`config.mk`:
```
export PLATFORM = sky130hd
export DESIGN_NAME = demux_burst_scheduler
export DESIGN_NICKNAME = d
export VERILOG_FILES = /design/src/rtl/demux_burst_scheduler.sv
export SDC_FILE = /design/constraint.sdc
export NUM_CORES = 1
export LEC_CHECK = 0
export ABC_AREA = 0
export CORE_MARGIN = 5
export CORE_UTILIZATION = 50
export CTS_CLUSTER_DIAMETER = 40
export DETAILED_ROUTE_END_ITERATION = 8
export GPL_TIMING_DRIVEN = 1
export PLACE_DENSITY = 0.89
export SLEW_MARGIN = 20
export SYNTH_ARGS = -nofsm -noshare
export SYNTH_HDL_FRONTEND = slang
export SYNTH_SLANG_ARGS = --single-unit
```
`constraint.sdc`:
```
create_clock -name Clock_In -period 4.56 [get_ports Clock_In]
set_clock_uncertainty 0.15 [all_clocks]
set_input_delay 1.14 -clock Clock_In [delete_from_list [all_inputs] [get_ports Clock_In]]
set_output_delay 1.14 -clock Clock_In [all_outputs]
set_load 0.01 [all_outputs]
```
`src/rtl/demux_burst_scheduler.sv`:
```
// Burst scheduler: steers fixed-length bursts of upstream words onto one of two
// downstream channels through a single one-word holding register.
module demux_burst_scheduler #(
    parameter int DATA_WIDTH = 8,
    parameter int BURST_LEN  = 4
) (
    input  logic                  Clock_In,
    input  logic                  Reset_n_In,
    input  logic                  Enable_In,
    input  logic [1:0]            Mode_In,
    input  logic [DATA_WIDTH-1:0] Data_In,
    input  logic                  Valid_In,
    output logic                  Ready_Out,
    output logic [DATA_WIDTH-1:0] Data_0_Out,
    output logic [DATA_WIDTH-1:0] Data_1_Out,
    output logic                  Valid_0_Out,
    output logic                  Valid_1_Out,
    input  logic                  Ready_0_In,
    input  logic                  Ready_1_In,
    output logic                  Select_Out,
    output logic                  Burst_Done_Out
);

    typedef enum logic [1:0] {
        ST_IDLE  = 2'b00,
        ST_ARB   = 2'b01,
        ST_XFER  = 2'b10,
        ST_DRAIN = 2'b11
    } state_t;

    localparam logic [7:0] LAST_IDX = 8'(BURST_LEN - 1);

    state_t                r_state;
    logic                  r_sel;
    logic                  r_last;
    logic [7:0]            r_cnt;
    logic                  r_hold_valid;
    logic [DATA_WIDTH-1:0] r_hold_data;

    logic w_sel_rdy;
    logic w_xfer;
    logic w_accept;
    logic w_done;
    logic w_arb_ok;
    logic w_arb_ch;

    assign w_sel_rdy = r_sel ? Ready_1_In : Ready_0_In;
    assign w_xfer    = r_hold_valid & w_sel_rdy;
    assign Ready_Out = (r_state == ST_XFER) & Enable_In & (~r_hold_valid | w_sel_rdy);
    assign w_accept  = Valid_In & Ready_Out;
    assign w_done    = (r_state == ST_DRAIN) & (~r_hold_valid | w_sel_rdy);

    assign Select_Out     = r_sel;
    assign Burst_Done_Out = w_done;
    assign Valid_0_Out    = r_hold_valid & ~r_sel;
    assign Valid_1_Out    = r_hold_valid & r_sel;
    assign Data_0_Out     = r_sel ? {DATA_WIDTH{1'b0}} : r_hold_data;
    assign Data_1_Out     = r_sel ? r_hold_data : {DATA_WIDTH{1'b0}};

    // Channel choice for the next burst; Mode_In is only looked at here, in ARB.
    always_comb begin
        w_arb_ok = 1'b1;
        w_arb_ch = 1'b0;
        case (Mode_In)
            2'b00: w_arb_ch = 1'b0;
            2'b01: w_arb_ch = 1'b1;
            2'b10: w_arb_ch = ~r_last;
            2'b11: begin
                if (Ready_0_In && Ready_1_In) begin
                    w_arb_ch = ~r_last;
                end else if (Ready_0_In) begin
                    w_arb_ch = 1'b0;
                end else if (Ready_1_In) begin
                    w_arb_ch = 1'b1;
                end else begin
                    w_arb_ok = 1'b0;
                end
            end
            default: w_arb_ok = 1'b0;
        endcase
    end

    // Holding register, burst counter and control state.
    always_ff @(posedge Clock_In or negedge Reset_n_In) begin
        if (!Reset_n_In) begin
            r_state      <= ST_IDLE;
            r_sel        <= 1'b0;
            r_last       <= 1'b1;
            r_cnt        <= 8'd0;
            r_hold_valid <= 1'b0;
            r_hold_data  <= {DATA_WIDTH{1'b0}};
        end else begin
            // A load wins over an unload so back-to-back words stream at full rate.
            if (w_accept) begin
                r_hold_data  <= Data_In;
                r_hold_valid <= 1'b1;
            end else if (w_xfer) begin
                r_hold_valid <= 1'b0;
            end

            case (r_state)
                ST_IDLE: begin
                    if (Enable_In) begin
                        r_state <= ST_ARB;
                    end
                end
                ST_ARB: begin
                    if (!Enable_In) begin
                        r_state <= ST_IDLE;
                    end else if (w_arb_ok) begin
                        r_sel   <= w_arb_ch;
                        r_cnt   <= 8'd0;
                        r_state <= ST_XFER;
                    end
                end
                ST_XFER: begin
                    if (w_accept) begin
                        r_cnt <= r_cnt + 8'd1;
                        if (r_cnt == LAST_IDX) begin
                            r_state <= ST_DRAIN;
                        end
                    end
                end
                ST_DRAIN: begin
                    if (w_done) begin
                        r_last  <= r_sel;
                        r_state <= ST_ARB;
                    end
                end
                default: r_state <= ST_IDLE;
            endcase
        end
    end

endmodule

```
==> out/metrics.cfg, run 1 <==
[critical_path]
required_ps = 3270
ff2ff_setup_slack_ps = 2090
timing.rr.end = r_cnt[4]
path_max_fanout = 5
endpoint_kind = output port
worstReg2RegStart = r_state[0]
crit_arrival_ps = 2980
r2r_cells = 6
startpoint_type = primary input
path_class = in2out

[sta]
rsz0062_at_grt = false
fmax_ghz = 0.2342
relSlewSlack_pct = 36.55
fin_crit_sh_pct = 93.65
min_period_ps = 4271
worst_slew_pin_slew_ps = 948.8
setup_tns_ps = 0
final_max_slew_viol_count = 0
hold_violations = 0
finalSetupViolations = 0

[placed_design]
dp_hpwl_um = 2266
placed_area_sq_mm = 0.001675
port_buffers = 36
place.gp.congestion = 0.8715

[floorplanning]
start_util_pct = 52.02
rows = 18
die_x_um = 60.77
die_h_um = 60.77
dieArea_sq_mm = 0.003693
core_sq_mm = 0.002477
ios = 37

[global_route]
grt_util_all_layers_pct = 17.47
grt_max_degree = 23
grt_pass1_wl_um = 4871
gr-total-overflow = 0
antenna_found_initial = 0
grt_pass1_vias = 1088

[yosys]
async_reset_ff_share_pct = 100.0
synth_cells = 130
ys_seq_area_share_pct = 40.87
synth_cell_types = 33
ys_warn_count = 0
synth_ff_type = dfrtp_1
synth_area_per_cell_sq_um = 9.913
ys_ff_latch = 21
synthesis.nets = 152
synth_area_sq_mm = 0.001289
synth_edf_count = 0

[status]
status = finished clean

[power]
p_leak_uw = 0.0007277
irDropWorstVdd_mv = 0.2990
power.density_mw_per_mm2 = 468.5

[worst_hold_path]
hold_path_end = r_hold_data[1]
worstHoldStart = r_hold_data[1]
hold_class = reg2reg
worstHoldPathCells = 1

[run]
drv_cap = 0

[routing]
routedWlPerCell_um = 14.95
antenna_left = 0
drc = 0
drtPass1Iterations = 4
initialDrtViolationCount = 34
route.vias.total = 1128
drt_wl_total_um = 2946
vias_per_cell = 5.726

[finish]
mostFrequentLayoutCell = clkdlybuf4s50_1
seq_area_sq_um = 526.8
n_antenna_cell = 0
nets = 190
syn2layout_area_growth_pct = 32.14
multi_input_area_sq_um = 724.4
fillers = 183
final_area_sq_mm = 0.001703
drive_gt1_share_pct = 11.98
mostFrequentLayoutCells = clkdlybuf4s50_1, dfrtp_1, and2_1, nor2b_1, nand2_1

[cts]
cts_tree = yes
postCtsSetupBuffers = 0
clock_latency_ps = 310
ctsResizeCount = 0
clockBufferDepth = 2
root_buffer = clkbuf_4
cts_buffers = 3
cts_sinks = 21
cts_max_level = 1
clkTransAtPathRegs_ps = 120
cts_hold_buf = 0

[sequential cells by signal, indices dropped and copies added, names as in the netlist]
name,count
r_state,2
r_hold_valid,1
Select_Out,1
r_hold_data,8
r_cnt,8
r_last,1
[synthesized netlist by cell type (2+ instances only)]
| library cell | n | area [sq um] |
|---|---|---|
| a21oi_1 | 2 | 10.01 |
| a22o_1 | 4 | 35.03 |
| a41oi_1 | 2 | 17.52 |
| and2_1 | 12 | 75.07 |
| and3_1 | 2 | 12.51 |
| clkbuf_1 | 2 | 7.510 |
| dfrtp_1 | 20 | 500.5 |
| ha_1 | 6 | 75.07 |
| inv_1 | 7 | 26.28 |
| mux2_2 | 10 | 112.6 |
| mux2i_1 | 2 | 20.02 |
| nand2_1 | 11 | 41.29 |
| nand3_1 | 7 | 35.03 |
| nor2_1 | 5 | 18.77 |
| nor2b_1 | 11 | 68.82 |
| nor3_1 | 4 | 20.02 |
| o21ai_0 | 6 | 30.03 |
| o22ai_1 | 2 | 12.51 |
[logic make-up after synthesis]
group           synth area share (%)
compound gates                 16.31
fa+ha+maj                      5.825
buf+inv                        2.913
flops                          40.87
mux                            10.29
simple gates                   23.79
[power breakdown]
| group | internal [uW] | switching, uW | total, uW |
|---|---|---|---|
| clock | 32.8 | 59.4 | 92.2 |
| combinational | 234 | 175 | 409 |
| sequential | 240 | 56.4 | 297 |
| total | 507 | 290 | 798 |
[layer usage]
metal / wire length (um) / GRT usage (%)
met2: 1397 / 30.99
met1: 1234 / 20.95
met5: 0 / 0
met3: 287 / 3.404
met4: 25 / 6.192
[critical path, stage by stage]
cell,delay [ps]
clkdlybuf4s50_1,460
mux2i_1,430
nand2_1,220
and3_1,240
clkdlybuf4s50_1,490
[worst max path at each step]
stage                end  startpoint  slack, ps
2_1_floorplan  Ready_Out  Ready_1_In       1460
3_3_place_gp   Ready_Out  Ready_1_In        450
3_5_place_dp   Ready_Out  Ready_1_In        310
4_1_cts        Ready_Out  Ready_1_In        310
5_1_grt        Ready_Out  Ready_1_In        210
6_report       Ready_Out  Ready_1_In        290
[through the flow]
step | worst slack, ps | instances | hold WS (ps) | util (%) | total power, uW
floorplan | 1464 | 130 | 337.5 | - | 530.3
global placement | 450.6 | 193 | 348.4 | 67.63 | 691.8
detailed placement | 312.5 | 193 | 362.3 | 67.63 | 711.7
CTS | 305.4 | 197 | 390.4 | 68.74 | 802.2
global route | 206.0 | 197 | 415.6 | 68.74 | 859.3
finish | 289.5 | 197 | 388.0 | 68.74 | 797.8
[area by class of cell]
type	count	share of cell area [%]
Multi-Input combinational cell	99	42.54
Sequential cell	21	30.93
Timing Repair Buffer	36	21.16
Tap cell	30	2.204
Inverter	7	1.543
Clock buffer	3	1.323
Clock inverter	1	0.2939
(Power assumes the default switching activity.)
==> run 2: changes to the inputs <==
--- a/config.mk
+++ b/config.mk
@@ -5,13 +5,13 @@
 export SDC_FILE = /design/constraint.sdc
 export NUM_CORES = 1
 export LEC_CHECK = 0
-export ABC_AREA = 0
+export ABC_AREA = 1
 export CORE_MARGIN = 5
 export CORE_UTILIZATION = 50
 export CTS_CLUSTER_DIAMETER = 40
 export DETAILED_ROUTE_END_ITERATION = 8
 export GPL_TIMING_DRIVEN = 1
-export PLACE_DENSITY = 0.89
+export PLACE_DENSITY = 0.88
 export SLEW_MARGIN = 20
 export SYNTH_ARGS = -nofsm -noshare
 export SYNTH_HDL_FRONTEND = slang
==> out/metrics.cfg, run 2 <==
[yosys]
synth_edf_count = 0  ; unchanged
netlist_top_cells_count = nand2_1, inv_1, nor2_1, dfrtp_1
synth.most_common_cell = nand2_1
ys_seq_area_share_pct = 38.27  ; -2.6 points
synth_area_sq_mm = 0.001376  ; +6.8%
async_reset_ff_share_pct = 100.0  ; unchanged
synth_ff_type = dfrtp_1
ys_ff_latch = 21  ; unchanged
synth_cell_types = 24  ; -27%
synth.area.top_cells = dfrtp_1, nand2_1, inv_1, nor2_1, ha_1
ys_warn_count = 0  ; unchanged
synthesis.nets = 212  ; +39%
yosys.area.top_type_share_pct = 36.36  ; -2.5 points
synth_area_per_cell_sq_um = 7.244  ; -27%
yosysTopAreaCell = dfrtp_1
synth_cells = 190  ; +46%

[routing]
initialDrtViolationCount = 75  ; +120%
top_layer = met4
antenna_left = 0  ; unchanged
wl_met1_um = 1334  ; +8.1%
met3_length_um = 168  ; -41%
route.met2.wl_um = 1272  ; -8.9%
drtPass1Iterations = 4  ; unchanged
vias_per_cell = 5.023  ; -12%
route.vias.total = 1286  ; +14%
drt_wl_total_um = 2805  ; -4.8%
routedWlPerCell_um = 10.96  ; -27%
drc = 0  ; unchanged

[sta]
fmax_ghz = 0.2572  ; +9.9%
finalSetupViolations = 0  ; unchanged
min_period_ps = 3888  ; -382.9 ps
relSlewSlack_pct = 38.45  ; +1.9 points
setup_tns_ps = 0  ; unchanged
final_max_slew_viol_count = 0  ; unchanged
hold_violations = 0  ; unchanged
worst_slew_pin_slew_ps = 920.4  ; -28.47 ps
fin_crit_sh_pct = 85.25  ; -8.4 points
rsz0062_at_grt = false

[finish]
reg_top3 = r_cnt x8, r_hold_data x8, r_state x2
syn2layout_area_growth_pct = 28.27
drive_gt1_share_pct = 8.889  ; -3.1 points
mostFrequentLayoutCells = nand2_1, inv_1, clkdlybuf4s50_1, nor2_1, dfrtp_1
mostFrequentLayoutCell = nand2_1
fin_util_pct = 65.72  ; -3.0 points
n_antenna_cell = 0  ; unchanged
layoutNonFillerInstCount = 256  ; +30%
nets = 248  ; +31%
final_area_sq_mm = 0.001765  ; +3.7%

[placed_design]
place.gp.congestion = 0.7507  ; -14%
placed_area_sq_mm = 0.001739  ; +3.8%
port_buffers = 36  ; unchanged
dp_cells = 252  ; +31%
dp_hpwl_um = 2208  ; -2.5%

[global_route]
gr-total-overflow = 0  ; unchanged
grt_util_all_layers_pct = 14.66  ; -2.8 points
grt_pass1_wl_um = 4823  ; -0.99%
antenna_found_initial = 0  ; unchanged
grt_max_degree = 23  ; unchanged
grt_pass1_vias = 1128  ; +3.7%

[run]
drv_cap = 0  ; unchanged

[power]
p_leak_uw = 0.0009242  ; +27%
power.density_mw_per_mm2 = 487.3  ; +4.0%
irDropWorstVdd_mv = 0.3581  ; +20%

[floorplanning]
die_x_um = 62.47  ; +2.8%
dieArea_sq_mm = 0.003902  ; +5.7%
core_sq_mm = 0.002686  ; +8.4%
start_util_pct = 51.23  ; -0.79 points
die_h_um = 62.47  ; +2.8%
ios = 37  ; unchanged
rows = 19  ; +1

[cts]
clkTransAtPathRegs_ps = 110  ; about the same
cts_max_level = 1  ; unchanged
postCtsSetupBuffers = 0  ; unchanged
clock_latency_ps = 290  ; -20 ps
cts_sinks = 21  ; unchanged
cts_hold_buf = 0  ; unchanged
ctsResizeCount = 0  ; unchanged
cts_buffers = 3  ; unchanged
clockBufferDepth = 2  ; unchanged
cts_tree = yes
root_buffer = clkbuf_4

[critical_path]
path_max_fanout = 3  ; -2
required_ps = 3270  ; about the same
startpoint_type = primary input
endpoint_kind = output port
path_class = in2out
crit_arrival_ps = 2600  ; -380 ps

[status]
status = finished clean

[worst_hold_path]
hold_class = reg2reg

## run 2: critical path: stages
cell	delay [ps]
clkdlybuf4s50_1	510
nand2_1	110
nand3_2	170
nand2_1	90
inv_1	60
clkdlybuf4s50_1	520
## run 2: stage by stage
stage                     setup WS (ps)  hold WS (ps)  power [uW]
after detailed placement          679.5         345.2       784.1
after CTS                         675.7         362.9       871.7
after global placement            697.1         339.2       768.5
final                             672.4         363.6       860.2
after floorplan                    1753         323.0       553.9
after global routing              578.0         410.4       933.5
## run 2: path summary, 6_finish.rpt
path | startpoint | end | slack, ps | cells after the start
min in group asynchronous | Reset_n_In | r_hold_valid | 1200 | 1
min reg2reg | r_last | r_last | 360 | 2
min | r_last | r_last | 360 | 2
max reg2reg | r_state[0] | r_cnt[7] | 2430 | 9
max in group asynchronous | Reset_n_In | r_hold_data[0] | 2500 | 1
max | Ready_1_In | Burst_Done_Out | 670 | 6
## run 2: kinds of logic after synthesis
| family | after synthesis | share of synthesized area, % |
|---|---|---|
| simple gates | 93 | 30.36 |
| buf+inv | 43 | 13.00 |
| compound gates | 27 | 12.91 |
| flops | 21 | 38.27 |
| fa+ha+maj | 6 | 5.454 |
## run 2: report_power, final
group	internal, uW	total (uW)	switching [uW]
combinational	246	478	232
clock	34.0	86.9	52.9
sequential	237	295	57.4
## run 2: layout make-up
class,instances,area [sq um]
clock buffer,4,26.28
fill,229,920.9
inverter,38,142.6
multi-input combinational,126,670.6
sequential,21,526.8
tap,31,38.79
timing repair buffer,36,360.3
## run 2: layer usage
| metal | GRT usage, % | vias to the layer above |
|---|---|---|
| li1 | - | 660 |
| met1 | 20.05 | 584 |
| met2 | 23.96 | 37 |
| met3 | 2.338 | 5 |
| met4 | 3.979 | 0 |
| met5 | 0 | - |
==> RTL change: new RTL, flow settings as in run 2 <==
Encoding of `state_t`: now one-hot (4 bits for 4 states).
--- a/src/rtl/demux_burst_scheduler.sv
+++ b/src/rtl/demux_burst_scheduler.sv
@@ -22,9 +22,9 @@
 );
 
-    typedef enum logic [1:0] {
-        ST_IDLE  = 2'b00,
-        ST_ARB   = 2'b01,
-        ST_XFER  = 2'b10,
-        ST_DRAIN = 2'b11
+    typedef enum logic [3:0] {
+        ST_IDLE  = 4'b0001,
+        ST_ARB   = 4'b0010,
+        ST_XFER  = 4'b0100,
+        ST_DRAIN = 4'b1000
     } state_t;
 
Behaviour: no difference found for any inputs over 10 cycles, from zero or initial values and one cycle with Reset_n_In low; not proved beyond that.
==> RTL change against run 2 <==
Power rose by 2.2%; register-to-register slack improved by 0.20 ns; synthesized area is 9.7% higher; final cell count up 7.8%; sequential cell count is 2 higher; cell area rose by 7.3%; wire length increased by 17%; setup slack better by 0.035 ns; critical path type unchanged; critical endpoint is now Ready_Out; largest power group unchanged.
==> RTL change: results (changes against run 2) <==
GRT
  • Vias in the first global route: 1279 (+13%)
  • First-pass GRT wire length: 5560 um (+15%)
  • Largest net degree at the start of global routing: 24 (+4.3%)
  • GR Util All Layers: 0.169 (+0.0225)

Critical path
  • Crit-path max cell delay: 0.54 ns (+0.02 ns)
  • WP data arrival: 2.56 ns (-0.04 ns)
  • Crit path to: Ready_Out
  • RR Endpoint: r_state[3]
  • R2R depth: 7 (-2)
  • R2r setup slk: 2.63 ns (+0.20 ns)
  • Critical path peak fanout: 4 (+1)
  • Crit path launch: Enable_In
  • Reg-to-Reg Start: Select_Out

Detailed routing
  • DR vias: 1355 (+5.4%)
  • Routed WL per cell: 11.9 um (+8.8%)
  • 1st-iter DRT viols: 41 (-45%)

Clock network
  • Number of CTS-inserted buffers: 3 (unchanged)
  • Worst skew pair latency: 0.31 ns (+0.02 ns)
  • CTS Buffer Depth: 2 (unchanged)
  • Clock root buffer: clkbuf_4
  • Setup Fix Bufs, Post-CTS: 0 (unchanged)

Layout
  • Layout Nets: 261 (+5.2%)
  • Top flop regs: r_cnt: 8 flops, r_hold_data: 8 flops, r_state: 4 flops
  • Layout cells sized above 1: 0.156 (+0.0675)
  • Number of fill cells in the layout: 266 (+16%)

Synth
  • Post-synthesis cell type count: 31 (+29%)
  • Synth Area in Adders: 0.00829 (-0.0463)
  • Top cells by area, synth: dfrtp_1 (35%), nand2_1 (15%), inv_1 (9.7%)
  • Area fraction in compound gates after synthesis: 0.0795 (-0.0496)
  • Mapped Nets: 224 (+5.7%)
  • Top cells by count, synth: nand2_1 (61), inv_1 (39), nor2_1 (22), dfrtp_1 (21), nand3_1 (11)
  • XOR/XNOR Fraction of Synth Area: 0.0174 (+0.0174)
  • Register area share after synthesis: 0.383 (about the same)
  • Post-synthesis mux area share: 0 (unchanged)

Placement
  • RD Place Congestion: 0.809 (+7.8%)
  • Post-DP HPWL: 2590 um (+17%)
  • Buffers on Ports: 36 (unchanged)

Pwr
  • Clock group: 0.0952 mW (+9.6%)
  • Lkg Pwr: 0.996 nW (+7.8%)
  • Sw Ratio: 0.411 (+0.0132)
  • Flip-flop and latch power: 0.332 mW (+13%)
  • Maximum vdd drop: 0.283 mV (-21%)

Timing
  • Count of final setup violators: 0 (unchanged)
  • Rel. slew slack: 0.559 (+0.174)

Run status
  • Status: finished, final reports clean

Min path
  • Hold EP: r_cnt[6]
  • HP Start: r_cnt[6]
[RTL change: stage by stage]
stage / area, sq um / cells / hold WS [ns] / worst slack, ns / power (mW)
final: 1890 / 276 / 0.374 / 0.707 / 0.879
after detailed placement: 1870 / 272 / 0.344 / 0.706 / 0.791
after global routing: 1890 / 276 / 0.400 / 0.638 / 0.945
after floorplan: 1510 / 207 / 0.314 / 1.77 / 0.597
after CTS: 1900 / 276 / 0.375 / 0.699 / 0.888
after global placement: 1870 / 272 / 0.338 / 0.746 / 0.777
[RTL change: tightest hold or removal path: stages (launching register included)]
cell and delay, ns:
dfrtp_1 0.39, nand2_1 0.06, nand2_1 0.05
[RTL change: cell type report]
type                    instances  area share
well taps                      33      0.0218
clock buffers                   3      0.0119
flip-flops and latches         23       0.305
clock inverters                 1     0.00264
inverters                      42      0.0859
repair buffers                 36       0.188
multi-input cells             138       0.385
[RTL change: layer usage]
metal  global-route usage  share of wire
met4               0.0475          0.011
met5                    0              0
met1                0.201           0.44
met3               0.0260          0.033
met2                0.312           0.51
